===== config.mk =====
export PLATFORM = sky130hd
export DESIGN_NAME = sigmoid_lut_arbiter
export DESIGN_NICKNAME = d
export VERILOG_FILES = /design/src/rtl/neuron_pkg.sv /design/src/rtl/rr_arbiter.sv /design/src/rtl/sigmoid_lut_arbiter.sv
export SDC_FILE = /design/constraint.sdc
export NUM_CORES = 1
export LEC_CHECK = 0
export ABC_CLOCK_PERIOD_IN_PS = 3600
export BUFFER_PORTS_ARGS = -buffer_cell sky130_fd_sc_hd__buf_2
export CORE_UTILIZATION = 48
export CTS_CLUSTER_DIAMETER = 80
export DETAILED_ROUTE_END_ITERATION = 16
export GPL_TIMING_DRIVEN = 0
export PLACE_DENSITY = 0.86
export SLEW_MARGIN = 20
export SYNTH_ARGS = -nofsm -noshare
export SYNTH_HDL_FRONTEND = slang
export SYNTH_HIERARCHICAL = 1
export SYNTH_SLANG_ARGS = --single-unit

===== constraint.sdc =====
create_clock -name clock -period 3.6 [get_ports clock]
set_input_delay 0.36 -clock clock [delete_from_list [all_inputs] [get_ports clock]]
set_output_delay 0.36 -clock clock [all_outputs]
set_load 0.02 [all_outputs]

===== src/rtl/neuron_pkg.sv =====
// Shared widths and slot state encoding for the sigmoid LUT arbiter.
package neuron_pkg;

    localparam int LUT_ADDR_W = 10;
    localparam int LUT_DATA_W = 10;

    typedef enum logic [1:0] {
        IDLE     = 2'd0,
        INFLIGHT = 2'd1,
        DONE     = 2'd2
    } slot_state_t;

endpackage


===== src/rtl/rr_arbiter.sv =====
// Round-robin arbiter: one-hot grant from a request vector.
// The pointer names the highest-priority index and moves past each winner.
module rr_arbiter #(
    parameter int NUM_REQ = 4,
    parameter int IDX_W   = (NUM_REQ > 1) ? $clog2(NUM_REQ) : 1
) (
    input  logic               clock,
    input  logic               reset,
    input  logic [NUM_REQ-1:0] i_req,
    output logic [NUM_REQ-1:0] o_gnt,
    output logic [IDX_W-1:0]   o_idx,
    output logic               o_any
);

    logic [IDX_W-1:0] r_ptr;
    logic [IDX_W-1:0] w_ptr_nxt;
    logic [IDX_W-1:0] w_cand;

    // Scan upward from the pointer with wrap; first requester found wins
    always_comb begin
        o_gnt  = '0;
        o_idx  = '0;
        o_any  = 1'b0;
        w_cand = '0;
        for (int k = 0; k < NUM_REQ; k++) begin
            w_cand = IDX_W'((int'(r_ptr) + k) % NUM_REQ);
            if (!o_any && i_req[w_cand]) begin
                o_any = 1'b1;
                o_idx = w_cand;
            end
        end
        if (o_any) o_gnt[o_idx] = 1'b1;
    end

    // Next pointer is one past the winner; unchanged when nobody wins
    always_comb begin
        w_ptr_nxt = r_ptr;
        if (o_any)
            w_ptr_nxt = (o_idx == IDX_W'(NUM_REQ - 1)) ? '0 : o_idx + IDX_W'(1);
    end

    // Pointer register
    always_ff @(posedge clock or negedge reset) begin
        if (!reset) r_ptr <= '0;
        else        r_ptr <= w_ptr_nxt;
    end

endmodule


===== src/rtl/sigmoid_lut_arbiter.sv =====
// Shares one sigmoid LUT between NUM_REQ neuron requesters.
// Each requester owns a slot (IDLE/INFLIGHT/DONE); a round-robin arbiter
// picks one IDLE requester per cycle, its index rides a tag pipeline beside
// the registered LUT address, and the returning data lands in its slot.
// Optional build macro SIGMOID_ARB_STATS_EN adds grant/conflict counters.
module sigmoid_lut_arbiter
    import neuron_pkg::*;
#(
    parameter int NUM_REQ = 4,
    parameter int LUT_LAT = 1
) (
    input  logic                  clock,
    input  logic                  reset,
    input  logic [NUM_REQ-1:0]    io_req_valid,
    input  logic [NUM_REQ*10-1:0] io_req_addr,
    output logic [NUM_REQ-1:0]    io_req_ready,
    output logic [NUM_REQ-1:0]    io_resp_valid,
    output logic [NUM_REQ*10-1:0] io_resp_data,
    input  logic [NUM_REQ-1:0]    io_resp_ready,
    output logic [9:0]            io_lut_addr,
    input  logic [9:0]            io_lut_data
`ifdef SIGMOID_ARB_STATS_EN
    ,
    output logic [31:0]           io_grant_cnt,
    output logic [31:0]           io_conflict_cnt
`endif
);

    localparam int TAG_W = (NUM_REQ > 1) ? $clog2(NUM_REQ) : 1;

    slot_state_t r_state     [NUM_REQ];
    slot_state_t w_state_nxt [NUM_REQ];

    logic [NUM_REQ-1:0]                 w_idle;
    logic [NUM_REQ-1:0]                 w_elig;
    logic [NUM_REQ-1:0]                 w_gnt;
    logic [TAG_W-1:0]                   w_idx;
    logic                               w_any;
    logic [NUM_REQ-1:0][LUT_ADDR_W-1:0] w_req_addr;
    logic [NUM_REQ-1:0][LUT_DATA_W-1:0] r_data;
    logic [LUT_ADDR_W-1:0]              r_lut_addr;
    logic [LUT_LAT:0]                   r_vld_pipe;
    logic [LUT_LAT:0][TAG_W-1:0]        r_tag_pipe;
    logic                               w_cap;
    logic [TAG_W-1:0]                   w_cap_tag;

    assign w_req_addr   = io_req_addr;
    assign io_resp_data = r_data;
    assign io_lut_addr  = r_lut_addr;
    assign io_req_ready = w_gnt;
    assign w_cap        = r_vld_pipe[LUT_LAT];
    assign w_cap_tag    = r_tag_pipe[LUT_LAT];

    // Slot status decode; kept apart from next-state to avoid a false comb loop
    always_comb begin
        for (int i = 0; i < NUM_REQ; i++) begin
            w_idle[i]        = (r_state[i] == IDLE);
            io_resp_valid[i] = (r_state[i] == DONE);
        end
    end

    // Only IDLE slots compete, and nothing is granted while reset is held
    assign w_elig = io_req_valid & w_idle & {NUM_REQ{reset}};

    rr_arbiter #(
        .NUM_REQ (NUM_REQ),
        .IDX_W   (TAG_W)
    ) u_rr (
        .clock (clock),
        .reset (reset),
        .i_req (w_elig),
        .o_gnt (w_gnt),
        .o_idx (w_idx),
        .o_any (w_any)
    );

    // Slot next-state: accept, capture by tag, release on response handshake
    always_comb begin
        for (int i = 0; i < NUM_REQ; i++) begin
            w_state_nxt[i] = r_state[i];
            case (r_state[i])
                IDLE:     if (w_gnt[i]) w_state_nxt[i] = INFLIGHT;
                INFLIGHT: if (w_cap && (w_cap_tag == TAG_W'(i))) w_state_nxt[i] = DONE;
                DONE:     if (io_resp_ready[i]) w_state_nxt[i] = IDLE;
                default:  w_state_nxt[i] = IDLE;
            endcase
        end
    end

    // Slot state registers
    always_ff @(posedge clock or negedge reset) begin
        if (!reset) begin
            for (int i = 0; i < NUM_REQ; i++) r_state[i] <= IDLE;
        end else begin
            for (int i = 0; i < NUM_REQ; i++) r_state[i] <= w_state_nxt[i];
        end
    end

    // LUT address register and the tag pipeline that tracks the read latency
    always_ff @(posedge clock or negedge reset) begin
        if (!reset) begin
            r_lut_addr <= '0;
            r_vld_pipe <= '0;
            r_tag_pipe <= '0;
        end else begin
            if (w_any) r_lut_addr <= w_req_addr[w_idx];
            r_vld_pipe[0] <= w_any;
            r_tag_pipe[0] <= w_idx;
            for (int k = 1; k <= LUT_LAT; k++) begin
                r_vld_pipe[k] <= r_vld_pipe[k-1];
                r_tag_pipe[k] <= r_tag_pipe[k-1];
            end
        end
    end

    // Result buffers: LUT data lands in the slot named by the tag
    always_ff @(posedge clock or negedge reset) begin
        if (!reset)     r_data <= '0;
        else if (w_cap) r_data[w_cap_tag] <= io_lut_data;
    end

`ifdef SIGMOID_ARB_STATS_EN
    logic [31:0] r_grant_cnt;
    logic [31:0] r_conflict_cnt;

    assign io_grant_cnt    = r_grant_cnt;
    assign io_conflict_cnt = r_conflict_cnt;

    // Free-running wrap-around counters of grants and contended cycles
    always_ff @(posedge clock or negedge reset) begin
        if (!reset) begin
            r_grant_cnt    <= '0;
            r_conflict_cnt <= '0;
        end else begin
            if (w_any)                r_grant_cnt    <= r_grant_cnt + 32'd1;
            if ($countones(w_elig) > 1) r_conflict_cnt <= r_conflict_cnt + 32'd1;
        end
    end
`endif

endmodule


== Word-level counts from Yosys, hierarchy flattened ==
Cells that the tools add are included.
Operators by class
  muxes and demuxes: 41
  magnitude comparators: 8
  reductions and logical operators: 21
  add/subtract/negate cells: 4
  equal/unequal tests: 24
  bitwise gates (word level): 2
Operators with widths (number)
  $bwmux 40: 1
  $mux 2: 17
  $pmux 2 s3: 4
  $bmux 10 s2: 1
  $demux 10 s2: 1
  $mux 10: 2
  $lt 2x3->1 const B: 6
  $ne 2x2->1 const B: 8
  $eq 2x2->1 const B: 7
  $reduce_and 3->1: 4
  $eq 2x1->1 const B: 5
  $logic_not 2->1: 5
  $logic_and 1x1->1: 9
  $mux 1: 9
  $and 4x4->4: 2
  $bmux 1 s2: 4
  $ne 2x1->1 const B: 4
  $add 2x1->2 const B: 2
  $add 2x2->2 const B: 2
  $ge 2x1->1 const B: 2
  $mux 4: 1
  $logic_not 1->1: 3
  $demux 1 s2: 1
Word-level totals
  register bits after elaboration: 66
  logic and storage cells: 113
  output and inout bits: 58

== Logic depth before layout (Yosys ltp) ==
Gate-level depths: netlist of the first run.
  depth after elaboration: 22
  mapped depth: 9
  gate-level depth less buffers: 9

== Modules after synthesis ==
Netlist of the first run, hierarchy kept.
Modules (own cells, without submodules)
  sigmoid_lut_arbiter: cells an instance 188, times used 1, area each 2687.6 um^2
  rr_arbiter: cells an instance 29, times used 1, area each 274.0 um^2

== Least setup slack after synthesis of the first run ==
No wires, ideal clock.
  path kind: register to output
  start point: register r_state[0] in the netlist's numbering
  end point: output port io_req_ready[2]
  buffers on the path: 0
  arrival: 2.268 ns
  stages on the path, launching flop included: 7
  slack: 0.972 ns
  path through: dfrtp_1 nor4bb_1 nand2b_1 nand2_1 a221oi_1 ha_1 and2b_2
Between the ends
  cells in the longest elaborated chain, start to end: 20
  elaborated cells on any way between the ends: 31
  classes of those cells: order compare (2); mux (19); bitwise (2); reduce/logical (8)
RTL lines
  from (decl): RTL line sigmoid_lut_arbiter.sv:31  | slot_state_t r_state [NUM_REQ];
  $logic_not 2->1 (*): RTL line sigmoid_lut_arbiter.sv:57  | w_idle[i] = (r_state[i] == IDLE);
  $and 4x4->4 (*) (2 in a row): RTL line sigmoid_lut_arbiter.sv:63  | assign w_elig = io_req_valid & w_idle & {NUM_REQ{reset}};
  named net w_elig[3]: RTL line sigmoid_lut_arbiter.sv:35  | logic [NUM_REQ-1:0] w_elig;
  $bmux 1 s2: RTL line rr_arbiter.sv:27  | if (!o_any && i_req[w_cand]) begin
  $mux 1 (not written as such): RTL line rr_arbiter.sv:27
  $mux 1: RTL line rr_arbiter.sv:27
  $logic_not 1->1: RTL line rr_arbiter.sv:27
  $logic_and 1x1->1: RTL line rr_arbiter.sv:27
  [... 5 more ...]
  $logic_and 1x1->1: RTL line rr_arbiter.sv:27
  $mux 2 (*): RTL line rr_arbiter.sv:27
  named net w_idx[1]: RTL line sigmoid_lut_arbiter.sv:37  | logic [TAG_W-1:0] w_idx;
  $lt 2x3->1 (not written as such) or $ge 2x1->1 (tied branches): RTL line rr_arbiter.sv:32  | if (o_any) o_gnt[o_idx] = 1'b1;
  $logic_and 1x1->1 (not written as such): RTL line rr_arbiter.sv:32
  $mux 1 (not written as such): RTL line rr_arbiter.sv:32
  $demux 1 s2 (*)
  $mux 4 (*): RTL line rr_arbiter.sv:32
  to (decl): RTL line sigmoid_lut_arbiter.sv:16  | output logic [NUM_REQ-1:0] io_req_ready,
Mark *: on every way through the listed nets, which the timed path passes. The rest lies on a longest branch. The select of a mux whose other input is x is not followed.

== Final worst setup path of the first run ==
  start point: register r_state[0] in the netlist's numbering
  end point: output port io_req_ready[3]
The elaborated chain is that of the path after synthesis.

==> results.cfg, run 1 <==
[clock_network]
cts_buffers = 9
root_buffer = clkbuf_8
htree_levels = 3
cts_tree = done
cts_sinks = 66
insertion_delay_ns = 0.34
post_cts_buffers = 0
clk_pin_slew_ns = 0.07
clockBufferDepth = 2

[sta]
finalHoldViolCount = 0
finalClockSkew_ns = 0.007396
finalMaxSlewViolations = 0
tightest_slew_ns = 1.066
period_share = 0.9303
whs_ns = 0.09261
finalSetupViolCount = 0
fin_crit_ns = 3.349
fmaxAchievable_mhz = 298.6
rsz0062_at_grt = no
relSlewSlack = 0.2799

[power]
finalPower_mw = 3.653
vdd_drop_max_mv = 0.5263
pwr-share-clk = 0.190
p_per_area_nw_per_um2 = 926.5
seq_power_share = 0.365
p_int_mw = 2.209
p_switching_mw = 1.444
p_leak_nw = 1.911
combPwrFrac = 0.445
p_sw_frac = 0.3952

[setup_path]
ff2ff_path_depth = 7
worst-path-stages = 7
r2r_slack_ns = 0.61
cp_max_fo = 6
crit-reg2reg-launch = r_state[0]
required_ns = 3.24
endpoint = io_req_ready[3]
cp.arrival_ns = 2.99
slowest_delay_ns = 0.72
worst_setup_path_start_kind = flop
worst-setup-path-type = reg -> out
r2r_end = io_lut_addr[8]
cp_top_family = simple AND/OR/NAND/NOR gates
cp_cell_sequence = nor4bb_2 > nand2b_1 > nand2_1 > a221oi_1 > ha_1 > and2b_2 > buf_2
cp.buffers_inverters = 1
endpoint_kind = output pin
slowest_stage = nor4bb_2
setup.worst_path.start = r_state[0]

[floorplan]
die_y_um = 80.55
initial_core_util = 0.5002
core_area_um2 = 5921
ios = 118
rows = 28
die_area_um2 = 6488
die_x_um = 80.55

[synth]
synthArstFlopShare = 1.000
synth_edf_count = 0
yosysTopAreaCellShare = 0.5577
yosysTopAreaCell = dfrtp_1
ys.flop_type = dfrtp_1
yosysUniqueCellTypes = 36
synth-seq-cells = 66
syn_area_um2 = 2962
netlist_instances = 217
synth_area_leaders = dfrtp_1 56%, mux2_2 16%, mux2i_1 7.1%
yosysSeqAreaShare = 0.5577
synth.net_count = 281
yosys_warnings = 6
syn_area_per_cell_um2 = 13.65

[layout]
post-route-util = 0.6659
antenna_cells = 0
most-common-layout-cells = 120 x buf_2, 66 x dfrtp_1, 42 x mux2_2
final_common_cell = buf_2
seq_area_um2 = 1652
final_cells = 429
num-nets-final = 413
fillers = 453
drive_gt1_frac = 0.5452
area_growth_pct = 33.12
multiInputGateArea_um2 = 1259

[global_route]
grt_max_degree = 35
grt-ovfl-total = 0
grt_pass1_wl_um = 11110
grt_pass1_vias = 2235
grt_use_total = 0.2352
antenna_found_initial = 0

[place]
io_buffers = 117
globalplace.congestion = 0.7503
post-place-cells = 410
dpl.hpwl_um = 4946

[drt]
remaining_drc_errors = 0
wl_um = 6932
drt_iter0_markers = 89
drtAntennaViolNets = 0
wire_per_inst_um = 16.16
firstDrtPassIters = 4
via_count = 2245
routed_via_density = 5.233

[hold_path]
min_path_type = in -> async

[run]
max_cap_violations = 0

[status]
status = finished, final reports clean
worst min path at each step:
stage	end	cells past startpoint	slack, ns	startpoint
floorplan	io_lut_addr[0]	0	0.06	reset
global placement	w_cap_tag[1]	0	0.33	r_tag_pipe[1]
detailed placement	io_resp_data[26]	1	0.25	reset
CTS	io_resp_data[25]	3	0.08	reset
global route	io_resp_data[33]	3	0.1	reset
finish	io_resp_data[32]	3	0.09	reset
power groups by stage:
stage / logic (mW) / registers [mW] / clock network, mW
final: 1.63 / 1.33 / 0.695
after global routing: 1.74 / 1.38 / 0.749
after CTS: 1.64 / 1.33 / 0.711
after detailed placement: 1.63 / 1.33 / 0
after global placement: 1.58 / 1.31 / 0
after floorplan: 0.736 / 1.67 / 0
state kept, by name, summed over array words and instances (netlist names):
register / flops
r_tag_pipe: 2
w_cap_tag: 2
u_rr/r_ptr: 2
io_resp_data: 40
r_state: 8
r_vld_pipe: 2
io_lut_addr: 10
worst reg2reg max path: stages, from the launching register on:
cell and delay (ns):
dfrtp_1 0.43, nor4bb_2 0.73, mux2i_1 0.18, a2bb2oi_1 0.32
nor2b_1 0.34, buf_2 0.38, mux2i_1 0.31, o221ai_1 0.17
cell families after synthesis:
logic type      Yosys count  synth area share
buf+inv                  12           0.01943
mux                      63            0.2307
simple gates             50            0.1136
compound gates           22           0.06168
flops                    66            0.5577
fa+ha+maj                 4           0.01690
synth_stat cells (all sizes together), types with 2 or more instances:
cell / number
dfrtp: 66
mux2: 42
mux2i: 21
nand2b: 15
o221ai: 10
buf: 6
nor2: 6
nand2: 5
and2b: 4
ha: 4
inv: 4
nor2b: 4
nand3b: 3
nor3: 3
nor4bb: 3
clkbuf: 2
nor3b: 2
layer usage:
| layer | global-route usage | part of all wire | vias to the layer above |
|---|---|---|---|
| li1 | - | - | 1055 |
| met1 | 0.2794 | 0.41 | 1087 |
| met4 | 0.1000 | 0.024 | 0 |
| met3 | 0.06818 | 0.049 | 17 |
| met5 | 0 | 0 | - |
| met2 | 0.3949 | 0.52 | 86 |
per-stage QoR:
stage | worst slack, ns | setup TNS, ns | area, um^2
5_1_grt | 0.04472 | 0 | 3943
6_report | 0.2508 | 0 | 3943
3_5_place_dp | -0.1499 | -1.551 | 3671
4_1_cts | 0.2072 | 0 | 3943
3_3_place_gp | -0.6693 | -10.54 | 3641
2_1_floorplan | 0.9720 | 0 | 2962
cell type report:
| cell class | instances | share of cell area |
|---|---|---|
| Buffer | 8 | 0.01079 |
| Clock buffer | 9 | 0.03142 |
| Clock inverter | 7 | 0.02571 |
| Inverter | 4 | 0.003808 |
| Multi-Input combinational cell | 139 | 0.3193 |
| Sequential cell | 66 | 0.4189 |
| Tap cell | 75 | 0.02380 |
| Timing Repair Buffer | 121 | 0.1663 |
repair_timing:
| action | CTS | global route |
|---|---|---|
| endpoints found under the hold margin | 17 | 0 |
| gates resized for setup | 1 | 0 |
| setup endpoints to repair | 3 | 0 |
| hold buffers | 3 | 0 |
Power figures use the tool's default switching activity.
==> run 2: changes to the inputs <==
--- a/config.mk
+++ b/config.mk
@@ -7,6 +7,7 @@
 export LEC_CHECK = 0
 export ABC_CLOCK_PERIOD_IN_PS = 3600
 export BUFFER_PORTS_ARGS = -buffer_cell sky130_fd_sc_hd__buf_2
+export CORE_ASPECT_RATIO = 0.8
 export CORE_UTILIZATION = 48
 export CTS_CLUSTER_DIAMETER = 80
 export DETAILED_ROUTE_END_ITERATION = 16
==> run 2 against run 1 <==
- sequential share of layout area grew 0.57 points
- first-iteration DRC count grew 4.5%
- via count is essentially flat
- worst hold slack lost 0.076 ns
- non-clock buffer count shrank 2
- clock skew shrank 0.0014 ns
- sequential power is essentially flat
- power shrank 3.1%
- register-to-register slack is essentially flat
- core utilization shrank 1.1 points
- final cell count grew 0.93%
- critical path type unchanged
- largest power group unchanged
- highest routed layer unchanged
==> results.cfg, run 2 (synthesized netlist as in run 1, its figures left out) <==
[setup_path]
slowest_stage = nor4bb_2
r2r_slack_ns = 0.61
endpoint_kind = output pin
cp_max_fo = 6
crit-reg2reg-launch = r_state[0]
worst-setup-path-type = reg -> out
r2r_end = io_lut_addr[6]
slowest_delay_ns = 0.69
cp.arrival_ns = 2.98
ff2ff_path_depth = 7
worst_setup_path_start_kind = flop
required_ns = 3.24
cp_cell_sequence = nor4bb_2 > nand2b_1 > nand2_1 > a221oi_1 > ha_1 > and2b_2 > buf_2

[power]
p_per_area_nw_per_um2 = 910.1
p_leak_nw = 1.895
finalPower_mw = 3.540
vdd_drop_max_mv = 0.4992

[run]
max_cap_violations = 0

[global_route]
grt-ovfl-total = 0
grt_pass1_wl_um = 10950
antenna_found_initial = 0
grt_use_total = 0.2194
grt_max_degree = 58
grt_pass1_vias = 2295

[floorplan]
ios = 118
initial_core_util = 0.4983
die_x_um = 89.82
die_y_um = 72.26
die_area_um2 = 6490
core_area_um2 = 5943
rows = 25

[sta]
period_share = 0.9284
tightest_slew_ns = 0.9912
finalMaxSlewViolations = 0
fin_crit_ns = 3.342
finalHoldViolCount = 0
tns_ns = 0
relSlewSlack = 0.3302
fmaxAchievable_mhz = 299.2
setup_ws_ns = 0.2576
finalClockSkew_ns = 0.006009
finalSetupViolCount = 0
rsz0062_at_grt = no

[drt]
wire_per_inst_um = 15.31
drt_iter0_markers = 93
via_count = 2243
drtAntennaViolNets = 0
routed_via_density = 5.180
remaining_drc_errors = 0
firstDrtPassIters = 4
wl_um = 6629

[layout]
area_growth_pct = 31.35
final_common_cell = buf_2
post-route-util = 0.6545
final_cells = 433
largest_reg_flops = 40
multiInputGateArea_um2 = 1259
num-nets-final = 411
seq_area_um2 = 1652
drive_gt1_frac = 0.5426
most-common-layout-cells = 120 x buf_2, 66 x dfrtp_1, 42 x mux2_2
antenna_cells = 0
fillers = 486

[place]
post-place-cells = 416
globalplace.congestion = 0.7786
place_worst_setup_slack_ns = -0.1643
dpl.hpwl_um = 4904
io_buffers = 117

[status]
status = finished, final reports clean

[clock_network]
clockBufferDepth = 2
insertion_delay_ns = 0.33
cts_tree = done
root_buffer = clkbuf_8
cts_buffers = 9
clk_pin_slew_ns = 0.07
htree_levels = 3
cts_sinks = 66

[hold_path]
min_path_type = in -> async
==> run 2: cell types whose count changed in the layout (fill, tap and decap cells not counted) <==
cell	before	now
clkinv_2	0	3
clkbuf_1	2	3
buf_12	1	0
clkbuf_8	9	10
bufinv_16	2	1
inv_6	2	0
clkinvlp_4	2	0
dlygate4sd3_1	2	1
==> run 2: worst max-delay path by stage <==
stage / start / to / slack [ns] / cells after the start
2_1_floorplan: r_state[0] / io_req_ready[2] / 0.97 / 6
3_3_place_gp: reset / io_req_ready[3] / -0.64 / 8
3_5_place_dp: reset / io_lut_addr[8] / -0.16 / 9
4_1_cts: r_state[0] / io_req_ready[2] / 0.23 / 7
5_1_grt: r_state[0] / io_req_ready[3] / 0.02 / 7
6_report: r_state[0] / io_req_ready[3] / 0.26 / 7
==> run 2: area by class of cell <==
class                      instances  share of cell area
sequential                        66              0.4246
multi-input combinational        139              0.3236
timing repair buffer             119              0.1608
clock buffer                      11             0.03635
tap                               81             0.02605
clock inverter                     5             0.01383
buffer                             8             0.01094
inverter                           4            0.003860
==> run 2: metal layers <==
metal / wire length, um / share of wire / up-vias / GRT usage
met1: 2994 / 0.45 / 1110 / 0.2789
li1: - / - / 1051 / -
met5: 0 / 0 / - / 0
met2: 3221 / 0.49 / 75 / 0.3667
met4: 44 / 0.0066 / 0 / 0.05829
met3: 369 / 0.056 / 7 / 0.07233
==> run 2: through the flow <==
step	instance area, um^2	hold WS [ns]
after global placement	3649	0.3325
after global routing	3890	0.02741
after CTS	3890	0.009953
after detailed placement	3679	0.2401
final	3890	0.01702
after floorplan	2962	0.06441
==> run 2: report_power, final <==
| part | total, mW | switching, mW | internal [mW] |
|---|---|---|---|
| sequential | 1.33 | 0.223 | 1.10 |
| combinational | 1.61 | 0.900 | 0.707 |
| clock | 0.605 | 0.269 | 0.336 |
| total | 3.54 | 1.39 | 2.15 |
==> run 2: what timing repair did <==
action,CTS,global route
hold buffers,1,0
setup endpoints to repair,2,0
endpoints found under the hold margin,13,0
setup buffers,0,0
gates resized for setup,1,0
==> run 2: critical path: cells and delay by family (launching register included) <==
kind	cells	cell delay, ns
compound gates	1	0.65
flops	1	0.43
fa+ha+maj	1	0.27
buf+inv	1	0.16
simple gates	4	1.15
==> run 3: changes to the inputs <==
--- a/config.mk
+++ b/config.mk
@@ -5,15 +5,16 @@
 export SDC_FILE = /design/constraint.sdc
 export NUM_CORES = 1
 export LEC_CHECK = 0
+export ABC_AREA = 1
 export ABC_CLOCK_PERIOD_IN_PS = 3600
 export BUFFER_PORTS_ARGS = -buffer_cell sky130_fd_sc_hd__buf_2
 export CORE_ASPECT_RATIO = 0.8
-export CORE_UTILIZATION = 48
+export CORE_UTILIZATION = 51
 export CTS_CLUSTER_DIAMETER = 80
 export DETAILED_ROUTE_END_ITERATION = 16
 export GPL_TIMING_DRIVEN = 0
-export PLACE_DENSITY = 0.86
-export SLEW_MARGIN = 20
+export PLACE_DENSITY = 0.88
+export SLEW_MARGIN = 40
 export SYNTH_ARGS = -nofsm -noshare
 export SYNTH_HDL_FRONTEND = slang
 export SYNTH_HIERARCHICAL = 1
==> run 3 against run 2 <==
- critical path depth rose by 10
- sequential share of layout area fell by 5.8 points
- register-to-register slack improved by 0.51 ns
- core utilization rose by 3.5 points
- worst setup slack improved by 0.051 ns
- routed wire length rose by 29%
- critical endpoint is now io_req_ready[2]
- largest cell class unchanged
==> results.cfg, run 3 <==
[setup_path]
cp_top_family = buffers and inverters
cp.buffers_inverters = 7
worst-setup-path-type = in -> out
endpoint_kind = output pin
worst_setup_path_start_kind = primary input
required_ns = 3.24
cp.arrival_ns = 2.93
cp_cell_sequence = dlygate4sd3_1 > buf_4 > buf_12 > nand2_1 > nor2_2 > inv_1 > nand2_2 > nand3_1 > nand2_2 > inv_1 > nand3_1 > nor2_1 > nor2_1 > ha_1 > nand2_1 > inv_1 > buf_2
slowest_delay_ns = 0.53
cp_max_fo = 30
cpMostUsedCell = inv_1
slowest_stage = dlygate4sd3_1

[synth]
synth-seq-cells = 66
synth_common_cells = 168 x nand2_1, 82 x inv_1, 66 x dfrtp_1, 31 x nand3_1, 22 x o21ai_1
synth_area_leaders = dfrtp_1 47%, nand2_1 18%, inv_1 8.7%
yosysSeqAreaShare = 0.4692
synth.net_count = 530
yosysTopAreaCell = dfrtp_1
ys.flop_type = dfrtp_1
synth_edf_count = 0
syn_area_um2 = 3520
syn_area_per_cell_um2 = 7.553
yosys_warnings = 6
netlist_instances = 466
synthArstFlopShare = 1.000
yosysUniqueCellTypes = 25
yosysTopAreaCellShare = 0.4692
synth_most_common_cell = nand2_1

[global_route]
grt_pass1_vias = 3159
antenna_found_initial = 1
grt_max_degree = 35
grt-ovfl-total = 0
grt_use_total = 0.2452
grt_pass1_wl_um = 13840

[floorplan]
ios = 118
die_y_um = 76.31
rows = 26
core_area_um2 = 6539
die_area_um2 = 7240
initial_core_util = 0.5383
die_x_um = 94.88

[power]
vdd_drop_max_mv = 0.9694
p_leak_nw = 2.716
p_per_area_nw_per_um2 = 1202

[sta]
fmaxAchievable_mhz = 303.8
period_share = 0.9144
relSlewSlack = 0.7460
finalMaxSlewViolations = 0
finalSetupViolCount = 0
finalHoldViolCount = 0
tightest_slew_ns = 0.3810
finalClockSkew_ns = 0.008399
rsz0062_at_grt = no
fin_crit_ns = 3.292

[layout]
area_growth_pct = 28.16
stdcell_area_um2 = 4511
final_common_cell = nand2_1
drive_gt1_frac = 0.3146
num-nets-final = 663
largest_reg_flops = 40
post-route-util = 0.6898
most-common-layout-cells = 168 x nand2_1, 123 x buf_2, 82 x inv_1

[clock_network]
insertion_delay_ns = 0.35
post_cts_buffers = 0
clk_pin_slew_ns = 0.07
cts_sinks = 66
htree_levels = 3
clockBufferDepth = 2
cts_buffers = 9
cts_tree = done
root_buffer = clkbuf_8

[hold_path]
min_path_type = in -> reg

[drt]
wl_um = 8530
routed_via_density = 4.811
drt_iter0_markers = 128
wire_per_inst_um = 12.38
remaining_drc_errors = 0
firstDrtPassIters = 4
drtAntennaViolNets = 0
via_count = 3315

[run]
max_cap_violations = 0

[place]
dpl_cell_area_um2 = 4233
dpl.hpwl_um = 6571
globalplace.congestion = 0.9171
io_buffers = 117

[status]
status = finished, final reports clean
## run 3: kinds of logic (layout without fill, tap and decap cells)
family,after synthesis,in the layout,synth area share
fa+ha+maj,4,4,0.01422
simple gates,243,243,0.3043
buf+inv,106,244,0.1294
flops,66,66,0.4692
other cells,0,1,0
compound gates,47,47,0.08283
## run 3: power by group
group / switching [mW] / leakage (nW) / internal [mW]
logic: 2.29 / 1.80 / 1.16
clock network: 0.303 / 0.0998 / 0.324
registers: 0.215 / 0.811 / 1.13
## run 3: final timing paths
check / startpoint / to / slack, ns / cells past startpoint
worst max-delay path: reset / io_req_ready[2] / 0.31 / 17
worst min-delay path: io_resp_ready[1] / r_state[5] / 0.28 / 4
worst max register to register: r_state[3] / io_lut_addr[9] / 1.12 / 17
worst min register to register: r_vld_pipe[0] / r_vld_pipe[1] / 0.35 / 0
max in group asynchronous: reset / io_resp_data[35] / 2.27 / 3
min in group asynchronous: reset / r_state[2] / 0.53 / 3
## run 3: cell type report
type	count	area, um^2
clock inverters	7	77.57
repair buffers	122	668.1
flip-flops and latches	66	1652
multi-input cells	294	1426
diodes	1	2.502
fillers	537	2028
inverters	91	349.1
well taps	84	105.1
plain buffers	15	106.4
clock buffers	9	123.9
## run 3: per-stage QoR
step / std cells / hold WS, ns / TNS, ns / setup slack, ns / total power, mW
6_report: 689 / 0.2767 / 0 / 0.3083 / 5.420
5_1_grt: 688 / 0.2837 / 0 / 0.003303 / 5.889
4_1_cts: 688 / 0.2623 / 0 / 0.07257 / 5.412
3_5_place_dp: 668 / 0.3347 / 0 / 0.2257 / 4.761
3_3_place_gp: 667 / 0.3327 / -0.4731 / -0.1680 / 4.598
2_1_floorplan: 466 / 0.06441 / 0 / 1.375 / 3.820
## run 3: tightest hold or removal path, delay by kind of cell
family / cells / cell delay, ns
and+or+nand+nor: 2 / 0.12
buffers and inverters: 2 / 0.11
## run 3: routing by layer
metal | GRT usage | share of wire | wire length, um
met1 | 0.2796 | 0.42 | 3591
met2 | 0.4345 | 0.49 | 4208
met3 | 0.06687 | 0.075 | 641
met4 | 0.08636 | 0.010 | 89
met5 | 0 | 0 | 0
## run 3: repair_timing
| action | CTS | global route |
|---|---|---|
| gates resized for setup | 0 | 3 |
| hold endpoints to repair | 34 | 0 |
| endpoints found under the setup margin | 0 | 3 |
| hold buffers | 4 | 0 |
